## src/rtl/output_arbiter.sv

```systemverilog
// Output-port stage of a mesh router: round-robin arbitration over five input
// interfaces, a one-entry flit register, and a send/receive link to downstream.
module output_arbiter #(
    parameter int         DATA_WIDTH = 64,
    parameter logic [4:0] PORT_MASK  = 5'b11111
) (
    input  logic                    clk,
    input  logic                    rst,
    input  logic [4:0]              req,
    input  logic [5*DATA_WIDTH-1:0] datai,
    output logic [4:0]              buffer_clear,
    output logic                    so,
    input  logic                    ri,
    output logic [DATA_WIDTH-1:0]   datao,
    output logic [2:0]              grant_id,
    output logic                    state_dbg
);

    // Link handshake: datao/grant_id are valid while so=1 and stay frozen until
    // an edge with so=1 and ri=1 (transfer); a new flit may load on that same edge.
    typedef enum logic {
        IDLE = 1'b0,
        SEND = 1'b1
    } state_t;

    state_t                  state_q, state_d;
    logic [2:0]              ptr_q, ptr_d;
    logic [2:0]              gid_q, gid_d;
    logic [DATA_WIDTH-1:0]   data_q, data_d;

    logic [4:0]              eff;
    logic [2:0]              win;
    logic                    found;
    logic [3:0]              scan;
    logic                    load;
    logic [DATA_WIDTH-1:0]   win_data;

    assign eff = req & PORT_MASK;

    // Search starts at ptr and wraps modulo 5; the first requester wins.
    always_comb begin
        win   = 3'd0;
        found = 1'b0;
        scan  = 4'd0;
        for (int k = 0; k < 5; k++) begin
            scan = {1'b0, ptr_q} + 4'(k);
            if (scan >= 4'd5) begin
                scan = scan - 4'd5;
            end
            if (!found && eff[scan[2:0]]) begin
                win   = scan[2:0];
                found = 1'b1;
            end
        end
    end

    always_comb begin
        win_data = '0;
        for (int i = 0; i < 5; i++) begin
            if (win == 3'(i)) begin
                win_data = datai[i*DATA_WIDTH +: DATA_WIDTH];
            end
        end
    end

    assign load = found && ((state_q == IDLE) || ri);

    always_comb begin
        state_d      = state_q;
        ptr_d        = ptr_q;
        gid_d        = gid_q;
        data_d       = data_q;
        buffer_clear = 5'b00000;
        so           = (state_q == SEND);
        case (state_q)
            IDLE: begin
                if (load) begin
                    state_d = SEND;
                end
            end
            SEND: begin
                if (ri) begin
                    state_d = load ? SEND : IDLE;
                end
            end
            default: state_d = IDLE;
        endcase
        if (load) begin
            buffer_clear = 5'b00001 << win;
            data_d       = win_data;
            gid_d        = win;
            ptr_d        = (win == 3'd4) ? 3'd0 : win + 3'd1;
        end
        // The clear line must stay quiet while reset is held, even with requests pending.
        if (!rst) begin
            buffer_clear = 5'b00000;
        end
    end

    always_ff @(posedge clk or negedge rst) begin
        if (!rst) begin
            state_q <= IDLE;
            ptr_q   <= 3'd0;
            gid_q   <= 3'd0;
            data_q  <= '0;
        end else begin
            state_q <= state_d;
            ptr_q   <= ptr_d;
            gid_q   <= gid_d;
            data_q  <= data_d;
        end
    end

    assign datao     = data_q;
    assign grant_id  = gid_q;
    assign state_dbg = state_q;

endmodule
```

## config.mk

```make
export PLATFORM = sky130hd
export DESIGN_NAME = output_arbiter
export DESIGN_NICKNAME = d
export VERILOG_FILES = /design/src/rtl/output_arbiter.sv
export SDC_FILE = /design/constraint.sdc
export NUM_CORES = 1
export LEC_CHECK = 0
export CELL_PAD_IN_SITES_DETAIL_PLACEMENT = 0
export CELL_PAD_IN_SITES_GLOBAL_PLACEMENT = 1
export CORE_UTILIZATION = 28
export CTS_BUF_LIST = sky130_fd_sc_hd__clkbuf_4
export DETAILED_ROUTE_END_ITERATION = 8
export PLACE_DENSITY = 0.93
export SLEW_MARGIN = 20
export SYNTH_ARGS = -nofsm -noshare
export SYNTH_HDL_FRONTEND = slang
export SYNTH_SLANG_ARGS = --single-unit
```

## constraint.sdc

```tcl
create_clock -name clk -period 11.4 [get_ports clk]
set_input_delay 3.42 -clock clk [delete_from_list [all_inputs] [get_ports clk]]
set_output_delay 3.42 -clock clk [all_outputs]
set_load 0.02 [all_outputs]
```

After elaboration in Yosys (flattened, before gate mapping)
Cells that the tools add are included.
{ "word_totals": {"out_inout_bits": 74, "inputBits": 328, "ramBits": 0, "memories": 0, "latchBits": 0, "romBits": 0, "word_cells": 77, "reg_bits": 71} }
{ "classes": {"mux": 36, "mul": 0, "n_div": 0, "shifts": 1, "reduce_logical": 11, "addsub": 10, "magnitude_cmp": 10, "eq_ne": 4, "n_bitwise": 1} }
{ "op_table": {"columns": ["operator", "count"], "rows": [
  ["$mux W64", 5],
  ["$mux W3", 11],
  ["$lt A3 B4 Y1 const B", 5],
  ["$ge A4 B3 Y1 const B", 4],
  ["$bmux W1 S3", 5],
  ["$sub A3 B3 Y3 const B", 5],
  ["$mux W1", 12],
  ["$mux W5", 2],
  ["$add A3 B2 Y4 const B", 2],
  ["$eq A3 B2 Y1 const B", 2],
  ["$logic_and A1 B1 Y1", 5],
  ["$shl A1 B3 Y5 const A", 1],
  ["$add A3 B1 Y4 const B", 1],
  ["$add A3 B3 Y4 const B", 1],
  ["$logic_not A1 Y1", 4],
  ["$add A3 B1 Y3 const B", 1],
  ["$eq A3 B1 Y1 const B", 1],
  ["$eq A3 B3 Y1 const B", 1],
  ["$ge A3 B3 Y1 const B", 1],
  ["$logic_not A3 Y1", 1],
  ["$pmux W1 S2", 1],
  ["$logic_or A1 B1 Y1", 1],
  ["$not A1 Y1", 1]
]} }

Depth between registers and ports, before layout
{ "depth": {"depth_word": 23, "ltp_mapped": 28, "depth_no_buf": 23} }

Worst setup path before layout
OpenSTA, ideal clock, no wires.
{ "synth_timing": {"path_type": "input port to output port", "startpoint": "input req[2]", "endpoint": "output buffer_clear[3]", "setup_slack_ns": 1.618, "n_path_buf": 4, "cell_stages": 12, "arrival_time_ns": 6.362, "required_ns": 7.980, "cell_sequence": "clkbuf_1 a21oi_1 a31o_2 a311oi_1 nor4_1 a2111oi_0 or3_1 buf_2 ha_1 clkbuf_1 clkbuf_1 and2_1"} }
{ "synth_between": {"elab_chain_len": 18, "word_cells_on_any_way": 32, "classes_between": "shift: 1; mux: 22; reduce/logical: 9"} }
{ "synth_lines": {"columns": ["item", "line_no", "source"], "rows": [
  ["from (decl)", "9", "input logic [4:0] req,"],
  ["$bmux W1 S3", "50", "if (!found && eff[scan[2:0]]) begin"],
  ["$mux W1 (implied by the code)", "50", null],
  ["$mux W1", "50", null],
  ["$logic_not A1 Y1", "50", null],
  ["$logic_and A1 B1 Y1", "50", null],
  ["$mux W1", "50", null],
  ["$logic_not A1 Y1", "50", null],
  ["$logic_and A1 B1 Y1", "50", null],
  ["[2 not listed]", null, null],
  ["$logic_and A1 B1 Y1", "50", null],
  ["$mux W1", "50", null],
  ["$logic_not A1 Y1", "50", null],
  ["$logic_and A1 B1 Y1", "50", null],
  ["$mux W3 or $mux W1 (tied branches)", "50", null],
  ["$shl A1 B3 Y5 or $logic_and A1 B1 Y1 (tied branches)", "89, 66", null],
  ["$mux W5 (*)", "88", "if (load) begin"],
  ["$mux W5 (*)", "95", "if (!rst) begin"],
  ["to (decl)", "11", "output logic [4:0] buffer_clear,"]
]} }
Mark *: on every way between the ends. The rest lies on a longest branch, timed or not. The select of a mux whose other input is x is not followed.

Worst setup path in the final report
{ "layout_timing": {"startpoint": "input req[1]", "endpoint": "output buffer_clear[4]"} }
{ "layout_between": {"elab_chain_len": 18, "word_cells_on_any_way": 32, "classes_between": "shift: 1; mux: 22; reduce/logical: 9"} }
{ "layout_lines": {"columns": ["item", "line_no", "source"], "rows": [
  ["$bmux W1 S3", "50", null],
  ["$mux W1 (implied by the code)", "50", null],
  ["$mux W1", "50", null],
  ["$logic_not A1 Y1", "50", null],
  ["$logic_and A1 B1 Y1", "50", null],
  ["$mux W1", "50", null],
  ["$logic_not A1 Y1", "50", null],
  ["$logic_and A1 B1 Y1", "50", null],
  ["[3 not listed]", null, null],
  ["$mux W1", "50", null],
  ["$logic_not A1 Y1", "50", null],
  ["$logic_and A1 B1 Y1", "50", null],
  ["$mux W3 (*)", "50", null],
  ["net win[0]", "32", "logic [2:0] win;"],
  ["$shl A1 B3 Y5 (*)", "89", "buffer_clear = 5'b00001 << win;"],
  ["$mux W5 (*)", "88", null],
  ["$mux W5 (*)", "95", null]
]} }
Mark *: on every way through the listed nets, which the timed path passes. The rest lies on a longest branch. The select of a mux whose other input is x is not followed.

==> summary.md <==
| Metric | Value |
|---|---|
| Worst path max stage delay | `0.65 ns` |
| Number of max-cap violations | `0` |
| Die area | `0.0250 sq mm` |
| Number of placed I/O pins | `402` |
| Depth of the worst hold-timing path | `1` |
| Synth Area in Simple Gates | `0.308` |
| Clock buffer depth | `2` |
| Gr ovfl total | `0` |
| H-tree Lvls | `3` |
| Die W | `158 um` |
| Hold WS | `0.527 ns` |
| Critical Path End Type | `output pin` |
| Initial Util | `0.288` |
| Status | `finished, final reports clean` |
| Most frequent cells in the layout | `clkdlybuf4s50_1 (400), nor2_1 (270), a21oi_1 (202)` |
| Wire length per cell | `19.3 um` |
| Yosys warns | `0` |
| Slew HR | `0.450` |
| Area after DPL | `0.0110 sq mm` |
| Worst-skew pair later-pin latency | `0.46 ns` |
| Asr flop ratio synth | `1.00` |
| Synth Area in XOR/XNOR | `0.00256` |
| Mapped Cells | `1,003` |
| Critical path peak fanout | `12` |
| Final Slew Violations | `0` |
| Via/cell ratio | `5.14` |
| CTS clk-pin slew, worst paths | `0.13 ns` |
| FF-to-FF path depth | `23` |
| GRT Total Usage | `0.250` |
| GPL Wtd Cong | `0.850` |
| I/O Buffers | `401` |
| Top delay family on crit path | `buffers and inverters` |
| Layout cell share with drive strength beyond 1 | `0.0446` |
| Syn avg cell area | `6.81 sq um` |
| Core Region | `0.0237 sq mm` |
| Drt pass-1 iters | `5` |
| Resize count post-CTS | `0` |
| Crit share post-route | `0.953` |
| Worst-margin pin slew | `0.823 ns` |
| Critical path class | `in2out` |
| FF+latch count, synth | `71` |
| DRT Wirelength | `32,100 um` |
| Vias in the first global route | `8,137` |
| Routed vias | `8,550` |
| Share of the synthesized area in the top cell type | `0.260` |
| Critical Path Source Type | `input pin` |
| Cell area after layout | `0.0112 sq mm` |
| Final Hold Fails | `0` |
| DP Wirelength | `23,900 um` |
| Largest net degree at the start of global routing | `72` |
| Chip Height | `158 um` |
| Arrival time worst endpoint | `7.44 ns` |
| DRT iter0 DRCs | `640` |
| Cell taking the most area after synthesis | `dfrtp_1` |
| Setup tns final | `0 ns` |
| Synth Area in Compound Gates | `0.317` |
| Sink Count | `71` |
| Layout Nets | `1,681` |
| Largest family of logic cells by synthesized area | `compound AO/OA/AOI/OAI gates` |
| Synth Area in Adders | `0.0267` |
| Worst Path Buf+Inv | `6` |
| Global-route wire length before repair | `47,200 um` |
| Fmax | `0.0921 GHz` |
| Clk_skew | `0.0233 ns` |
| Antenna violations before repair | `2` |
| Setup bufs post-CTS | `0` |
| Number of synthesized flops with an enable pin | `0` |
| CP max-delay cell | `clkdlybuf4s50_1` |
| Required @ worst endpoint | `7.98 ns` |
| Post-CTS Hold Buffers | `0` |
| Synth top area cells | `dfrtp_1 (26%), nor2_1 (15%), a21oi_1 (15%), o221a_1 (9.9%), nand2b_1 (6.5%)` |
| Drt drc | `0` |
| Levels on crit path | `15` |
| CTS tree | `done` |
| Critical-path cell list | `clkdlybuf4s50_1 > mux4_2 > nor2_1 > a311oi_1 > buf_4 > nor4b_1 > and3_1 > nand2_1 > o211ai_1 > inv_1 > ha_2 > inv_1 > nor4_1 > buf_4 > clkdlybuf4s50_1` |
| TritonCTS Buffers | `9` |
| Fillers | `2,401` |
| Post-Syn Area | `0.00683 sq mm` |
| Crit path time final | `10.86 ns` |
| ANT nets after route | `0` |
| CTS root buf | `clkbuf_4` |
| RSZ-0062 raised after global routing | `no` |
| Distinct cells, synth | `60` |
| Final setup fails | `0` |
| Sequential share of the synthesized area | `0.260` |
| Site Rows | `56` |
| Post-synth top flop | `dfrtp_1` |
| Hold Path Class | `reg2reg` |
| Synth Net Count | `1,345` |
| Commonest non-fill, non-tap cell in the layout | `clkdlybuf4s50_1` |
| Mux cell area share after synthesis | `0.0167` |
| P&R area growth vs syn | `64.1%` |
## worst register-to-register path: stages, from the launching register on
cell and delay, ns:
dfrtp_1 0.38, buf_4 0.24, inv_1 0.44, ha_1 0.31, inv_1 0.07, fa_1 0.50
or2_2 0.35, o21ai_0 0.44, mux2_2 0.47, nor4b_1 0.42, and3_1 0.32, nand2_1 0.07
o211ai_1 0.29, ha_4 0.22, buf_4 0.49, buf_4 0.66, nor2_1 0.14, a21oi_1 0.26
nor2_1 0.07, a21oi_1 0.13, nor2_1 0.05, a21oi_1 0.16, nor2_1 0.07, o221a_1 0.22
## path summary, 6_finish.rpt
path	slack [ns]	from	endpoint
setup / recovery	0.54	req[1]	buffer_clear[4]
hold / removal	0.53	grant_id[0]	grant_id[0]
setup reg to reg	4.52	ptr_q[0]	datao[7]
hold reg to reg	0.53	grant_id[0]	grant_id[0]
max in group asynchronous	7.48	rst	datao[4]
min in group asynchronous	2.81	rst	datao[38]
## metrics by stage
step	instances	setup WS (ns)	util
after floorplan	1003	1.62	-
after global placement	1647	0.616	0.465
after detailed placement	1647	0.513	0.465
after CTS	1663	0.512	0.473
after global routing	1665	0.269	0.473
final	1665	0.538	0.473
## cells in the mapped netlist (4+ instances only)
master and instances:
nor2_1 270, nand2_1 82, o221a_2 4, o21ai_0 14
o22ai_1 4, dfrtp_1 71, buf_2 14, a211oi_1 4
nand3_1 9, or3_1 5, inv_1 11, buf_6 7
nor2b_1 9, a221oi_1 4, ha_1 13, and3_1 8
o221a_1 60, nand2b_1 71, a31oi_1 6, mux2_2 5
a21oi_1 202, clkbuf_1 69
## sequential cells by signal (all words and copies together), names as in the netlist
signal and cells:
so 1, grant_id 3, datao 64, ptr_q 3
## final cells by class
class / count / area (sq um) / share of cell area
Multi-Input combinational cell: 826 / 4650 / 0.415
Tap cell: 319 / 399 / 0.0356
Clock buffer: 10 / 75.1 / 0.00670
Antenna cell: 2 / 5.00 / 0.000447
Inverter: 11 / 41.3 / 0.00368
Timing Repair Buffer: 420 / 4150 / 0.371
Clock inverter: 6 / 108 / 0.00960
Sequential cell: 71 / 1780 / 0.159
## routing by layer
layer  track usage  part of all wire  up-vias
met4        0.0806             0.025        0
met2         0.411              0.48      348
met3        0.0416             0.068       43
li1              -                 -     4182
met5             0                 0        -
met1         0.331              0.42     3977
## kinds of logic (layout without fill, tap and decap cells)
logic type	count (synthesis)	count (layout)
xor gates and xnor gates	2	2
AOI/OAI and AO/OA	326	326
and+or+nand+nor	475	475
muxes	9	9
buffers and inverters	106	447
other	0	2
adders and majority gates	14	14
DFF	71	71
Power is left out: the tool's default activity adds up to more than one toggle a clock period on the data nets, which glitch-free logic cannot reach.
